<file path="src/rtl/multi_channel_window_comparator.sv">
// Multi-channel, edge-qualified equality comparator for the photonic-switch timing counter.
// Per channel: one-cycle match pulse, on/off gate window, and optional one-shot arming.
module multi_channel_window_comparator #(
    parameter int unsigned WIDTH = 7,
    parameter int unsigned NCH   = 4
) (
    input  logic                 counter_clk,
    input  logic                 reset,
    input  logic [WIDTH-1:0]     count,
    input  logic [NCH-1:0]       ch_en,
    input  logic [NCH-1:0]       oneshot,
    input  logic [NCH-1:0]       arm,
    input  logic [NCH*WIDTH-1:0] on_val,
    input  logic [NCH*WIDTH-1:0] off_val,
    output logic [NCH-1:0]       match_pulse,
    output logic [NCH-1:0]       gate,
    output logic [NCH-1:0]       armed,
    output logic                 any_pulse
);

    logic [WIDTH-1:0] prev_count;
    logic             prev_valid;
    logic             count_moved;
    logic [NCH-1:0]   new_on;
    logic [NCH-1:0]   new_off;
    logic [NCH-1:0]   q_on;
    logic [NCH-1:0]   gate_next;
    logic [NCH-1:0]   armed_next;

    always_comb begin
        // A stalled counter must not retrigger; the first post-reset sample always counts as new.
        count_moved = !prev_valid || (prev_count != count);
        new_on      = '0;
        new_off     = '0;
        q_on        = '0;
        gate_next   = gate;
        armed_next  = armed;
        for (int unsigned i = 0; i < NCH; i++) begin
            new_on[i]  = count_moved && (count == on_val[i*WIDTH +: WIDTH]);
            new_off[i] = count_moved && (count == off_val[i*WIDTH +: WIDTH]);
            q_on[i]    = new_on[i] && ch_en[i] && (armed[i] || !oneshot[i]);

            // Off outranks on, so on_val == off_val yields a pulse-only channel.
            if (!ch_en[i])
                gate_next[i] = 1'b0;
            else if (new_off[i])
                gate_next[i] = 1'b0;
            else if (q_on[i])
                gate_next[i] = 1'b1;

            if (arm[i])
                armed_next[i] = 1'b1;
            else if (oneshot[i] && q_on[i])
                armed_next[i] = 1'b0;
            else if (!oneshot[i])
                armed_next[i] = 1'b1;
        end
    end

    always_ff @(posedge counter_clk) begin
        if (reset) begin
            prev_count  <= '0;
            prev_valid  <= 1'b0;
            match_pulse <= '0;
            gate        <= '0;
            armed       <= '1;
            any_pulse   <= 1'b0;
        end else begin
            prev_count  <= count;
            prev_valid  <= 1'b1;
            match_pulse <= q_on;
            gate        <= gate_next;
            armed       <= armed_next;
            any_pulse   <= |q_on;
        end
    end

endmodule

</file>
<file path="config.mk">
export PLATFORM = sky130hd
export DESIGN_NAME = multi_channel_window_comparator
export DESIGN_NICKNAME = d
export VERILOG_FILES = /design/src/rtl/multi_channel_window_comparator.sv
export SDC_FILE = /design/constraint.sdc
export NUM_CORES = 1
export LEC_CHECK = 0
export BUFFER_PORTS_ARGS = -buffer_cell sky130_fd_sc_hd__buf_2
export CORE_ASPECT_RATIO = 2
export CORE_MARGIN = 4
export CORE_UTILIZATION = 43
export DETAILED_ROUTE_END_ITERATION = 12
export PLACE_DENSITY = 0.86
export RECOVER_POWER = 100
export SLEW_MARGIN = 40
export SYNTH_ARGS = -nofsm -noshare
export SYNTH_HDL_FRONTEND = slang
export SYNTH_SLANG_ARGS = --single-unit
</file>
<file path="constraint.sdc">
create_clock -name counter_clk -period 2 [get_ports counter_clk]
set_input_delay 0.2 -clock counter_clk [delete_from_list [all_inputs] [get_ports counter_clk]]
set_output_delay 0.2 -clock counter_clk [all_outputs]
set_load 0.02 [all_outputs]
</file>
Word-level counts from Yosys, hierarchy flattened
Index checks and enable logic that the tools add are counted.

cells by class
  bitwise operators = 4
  reduce and logical (&&, ||, !) cells = 39
  eq/ne operators = 13
  muxes and demuxes = 9

operators by type and width
  operator                                       count
  equality test 7 bit                            8
  logical AND 1 bit                              20
  OR reduction 3 bit                             4
  two-way mux 1 bit                              9
  != test 2 x 1 -> 1 bit, second input constant  4
  OR reduction 2 bit                             4
  != test 7 bit                                  1
  logical NOT 1 bit                              5
  logical OR 1 bit                               5
  inverter 1 bit                                 4
  OR reduction 4 bit                             1

word-level totals
  flip-flop bits (word level) = 21
  output and inout port bits = 13
  word-level logic and storage cells = 77

Depth between registers and ports, before layout
  depth after elaboration = 7
  depth in mapped cells = 7

Least setup slack after synthesis
No wires, ideal clock.

  path kind = input-to-reg
  start point = input count[2]
  end point = register armed[3]
  arrival time = 1.428 ns
  required time = 1.886 ns
  setup slack = 0.458 ns
  library setup time = 0.114 ns
  stages on the path = 7
  cells stage by stage = buf_6 -> xnor2_1 -> nand4_1 -> nor2_2 -> buf_6 -> or4_4 -> a21o_1

on the way
  cells in the longest elaborated chain, start to end = 7
  elaborated cells between the ends (all ways) = 9
  those cells by class = 3 x eq/ne; 1 x mux; 5 x reduce/logical

RTL lines
  item                                                                          line  text
  start: declaration                                                            9     input logic [WIDTH-1:0] count,
  != test 7 bit                                                                 32    count_moved = !prev_valid || (prev_count != count);
  logical OR 1 bit                                                              32
  logical AND 1 bit (*)                                                         39    new_on[i] = count_moved && (count == on_val[i*WIDTH +: WIDTH]);
  logical AND 1 bit (*) (2 in series)                                           41    q_on[i] = new_on[i] && ch_en[i] && (armed[i] || !oneshot[i]);
  logical AND 1 bit (*)                                                         53    else if (oneshot[i] && q_on[i])
  != test 2 x 1 -> 1 bit (no line) / two-way mux 1 bit (equally long branches)  -
  end signal: assignment                                                        73    armed <= armed_next;
  end: declaration                                                              17    output logic [NCH-1:0] armed,

Every way passes the cells marked *; elsewhere a longest branch is shown, timed or not.
A chain may end at the register's enable or synchronous reset.

Final worst setup path
  start point = input count[1]
  end point = register any_pulse

on the way
  cells in the longest elaborated chain, start to end = 6
  elaborated cells between the ends (all ways) = 19
  those cells by class = 5 x eq/ne; 14 x reduce/logical

RTL lines
  item                             line  text
  != test 7 bit                    32
  logical OR 1 bit                 32
  logical AND 1 bit                39
  logical AND 1 bit (2 in series)  41
  OR reduction 4 bit (*)           74    any_pulse <= |q_on;
  end signal: assignment           74
  end: declaration                 18    output logic any_pulse

Marked as above.

==> flow_metrics.tcl <==
set metrics [dict create \
    vias 1472 \
    hold_class "in -> reg" \
    clock_sinks 21 \
    cp.arrival_ns 1.77 \
    finalWirelength_mm 4.21 \
    ys_seq_area_share_pct 28.0 \
    cts_made_buffers 3 \
    antennaDiodeCount 0 \
    synth_cell_types 22 \
    cts_resized 0 \
    grt_use_total_pct 18.8 \
    cts_tree "built" \
    die_width_um 49.8 \
    setup-tns-final_ns 0 \
    min-delay-start "oneshot[0]" \
    worst-r2r-setup-slack_ns 0.43 \
    worst-setup-path-type "in -> reg" \
    p_per_area_nw_per_um2 515 \
    cts_max_path_buffers 2 \
    ys_warn_count 0 \
    synth_seq_cells 21 \
    clk_pin_slew_ns 0.08 \
    ant_nets 0 \
    fin_total_pwr_uw 987 \
    cts_setup_buffers 0 \
    placement.cell_area_um2 1910 \
    drv_slew 0 \
    finalHoldViolations 0 \
    postCtsHoldBufs 0 \
    period_needed_ns 1.60 \
    route.detailed.drc 0 \
    antenna_found_initial 0 \
    fin_crit_sh_pct 79.8 \
    htree_levels 1 \
    drtPass1Iterations 4 \
    grt_max_degree 18 \
    slowest_delay_ns 0.50 \
    cp-startpoint "count[1]" \
    portBuffers 89 \
    die_height_um 91.6 \
    crit_buf_inv 1 \
    synthCells 163 \
    cp_max_fo 10 \
    leakagePower_uw 0.000758 \
    slew_headroom_pct 45.8 \
    routedWlPerCell_um 15.0 \
    grt_pass1_vias 1516 \
    place_congestion 0.859 \
    rsz0062_at_grt "false" \
    path_delay_family "simple AND/OR/NAND/NOR gates" \
    stdcell_area_um2 1920 \
    die-area_um2 4560 \
    netlist_area_um2 1500 \
    cts_root_buf "clkbuf_8" \
    skew_ns 0.0102 \
    timing.rr.end "any_pulse" \
    row_count 30 \
    area_growth_pct 27.5 \
    finalSetupViolCount 0 \
    crit_cells 6 \
    overflow 0 \
    drt_iter0_drc 7 \
    final_nets 327 \
    syn-mean-instance-area_um2 9.22 \
    critPathCaptureType "register" \
    grt_pass1_wl_mm 6.62 \
    postSynthNetCount 240 \
    clkLatencyLatePin_ns 0.27 \
    cp_cell_sequence "clkbuf_2, xor2_1, nor4_1, nand3_1, or4_1, a41oi_2" \
    worst_pin_slew_ns 0.813 \
    coreArea_um2 3380 \
    cp.required_ns 2.18 \
    endpoint "any_pulse" \
    vias_per_cell 5.24 \
    io_pins 90 \
    dp_hpwl_mm 3.59 \
    status "finished, final reports clean" \
    drive_above_1_share_pct 33.7 \
    start_kind "input port" \
    r2r-start "prev_count[2]" \
    crit_slowest_cell "or4_1" \
    start_util_pct 44.5 \
    whs_ns 0.122 \
    drv_cap 0 \
    fmax_mhz 627 \
    reg2reg_depth 5 \
    vdd_drop_max_mv 0.324 \
]
## flip-flops by register name, indices dropped and copies added (netlist names)
| name | flops |
|---|---|
| gate | 4 |
| any_pulse | 1 |
| prev_valid | 1 |
| armed | 4 |
| match_pulse | 4 |
| prev_count | 7 |
## cells in the final DEF (no fill, tap or decap)
cell	count
a21o_1	1
a21oi_1	4
a41oi_2	1
buf_2	74
buf_4	2
clkbuf_1	14
clkbuf_2	1
clkbuf_8	3
clkinvlp_4	1
dfxtp_1	21
inv_1	5
nand2_1	6
nand2b_1	1
nand3_1	11
nand4_1	7
nor2_1	7
nor2_2	1
nor2b_1	10
nor3b_2	1
nor4_1	3
o311ai_0	4
o31ai_1	3
or4_1	5
xnor2_1	51
xor2_1	12
## cells by family after synthesis
logic type             Yosys count  share of synthesized area, %
AND/OR/NAND/NOR                 52                          21.1
AO/OA/AOI/OAI                   13                          6.74
buffers and inverters           14                          7.49
flip-flops                      21                          28.0
XOR/XNOR                        63                          36.7
## cells in the mapped netlist
master	n	area, um2
or4_4	5	56.3
nor2_1	7	26.3
nand3_1	11	55.1
nor3b_2	1	12.5
o311ai_0	4	35.0
nand4_1	7	43.8
a41oi_2	1	16.3
inv_1	5	18.8
xor2_1	12	105
nor2_2	1	6.26
nand2_1	6	22.5
nor2b_1	10	62.6
buf_6	8	90.1
a21oi_1	4	20.0
nor4_2	1	12.5
dfxtp_1	21	420
o31ai_1	3	22.5
a21o_1	1	7.51
nand2b_1	1	6.26
nor4_1	2	12.5
clkbuf_1	1	3.75
xnor2_1	51	447
## report_power, final
group | internal (uW) | total (uW) | leakage, uW | switching (uW)
Combinational | 147 | 273 | 0.000564 | 126
Clock | 141 | 284 | 0.0000217 | 143
Sequential | 427 | 431 | 0.000172 | 3.96
Total | 715 | 987 | 0.000758 | 273
## worst register-to-register path: cells and delay by family (launching register included)
kind                      cells  cell delay [ns]
xor gates and xnor gates      1             0.12
AOI/OAI and AO/OA             1             0.22
and+or+nand+nor               3             0.82
DFF                           1             0.32
## through the flow
step / util, % / setup WS [ns] / std cells
after floorplan: - / 0.458 / 163
after global placement: 56.5 / 0.311 / 277
after detailed placement: 56.5 / 0.256 / 277
after CTS: 58.0 / 0.462 / 281
after global routing: 56.7 / 0.287 / 281
final: 56.7 / 0.405 / 281
## how the worst min path moves through the flow
stage	cells after the start	to	slack [ns]
floorplan	1	prev_count[0]	0.27
global placement	2	armed[1]	0.38
detailed placement	2	armed[1]	0.39
CTS	2	armed[0]	0.12
global route	2	armed[0]	0.13
finish	2	armed[0]	0.12
## routing by layer
| layer | part of all wire, % | track usage [%] | wire, um | vias up |
|---|---|---|---|---|
| met4 | 5.7 | 13.6 | 240 | 0 |
| met3 | 5.9 | 3.94 | 249 | 24 |
| met2 | 57 | 35.1 | 2390 | 65 |
| met5 | 0 | 0 | 0 | - |
| li1 | - | - | - | 714 |
| met1 | 32 | 16.9 | 1340 | 669 |
## cell type report
class	count	area, um2
fill	327	1460
multi-input combinational	128	945
timing repair buffer	91	443
sequential	21	420
clock buffer	3	41.3
tap	32	40.0
inverter	5	18.8
clock inverter	1	7.51
(Power assumes the default switching activity.)
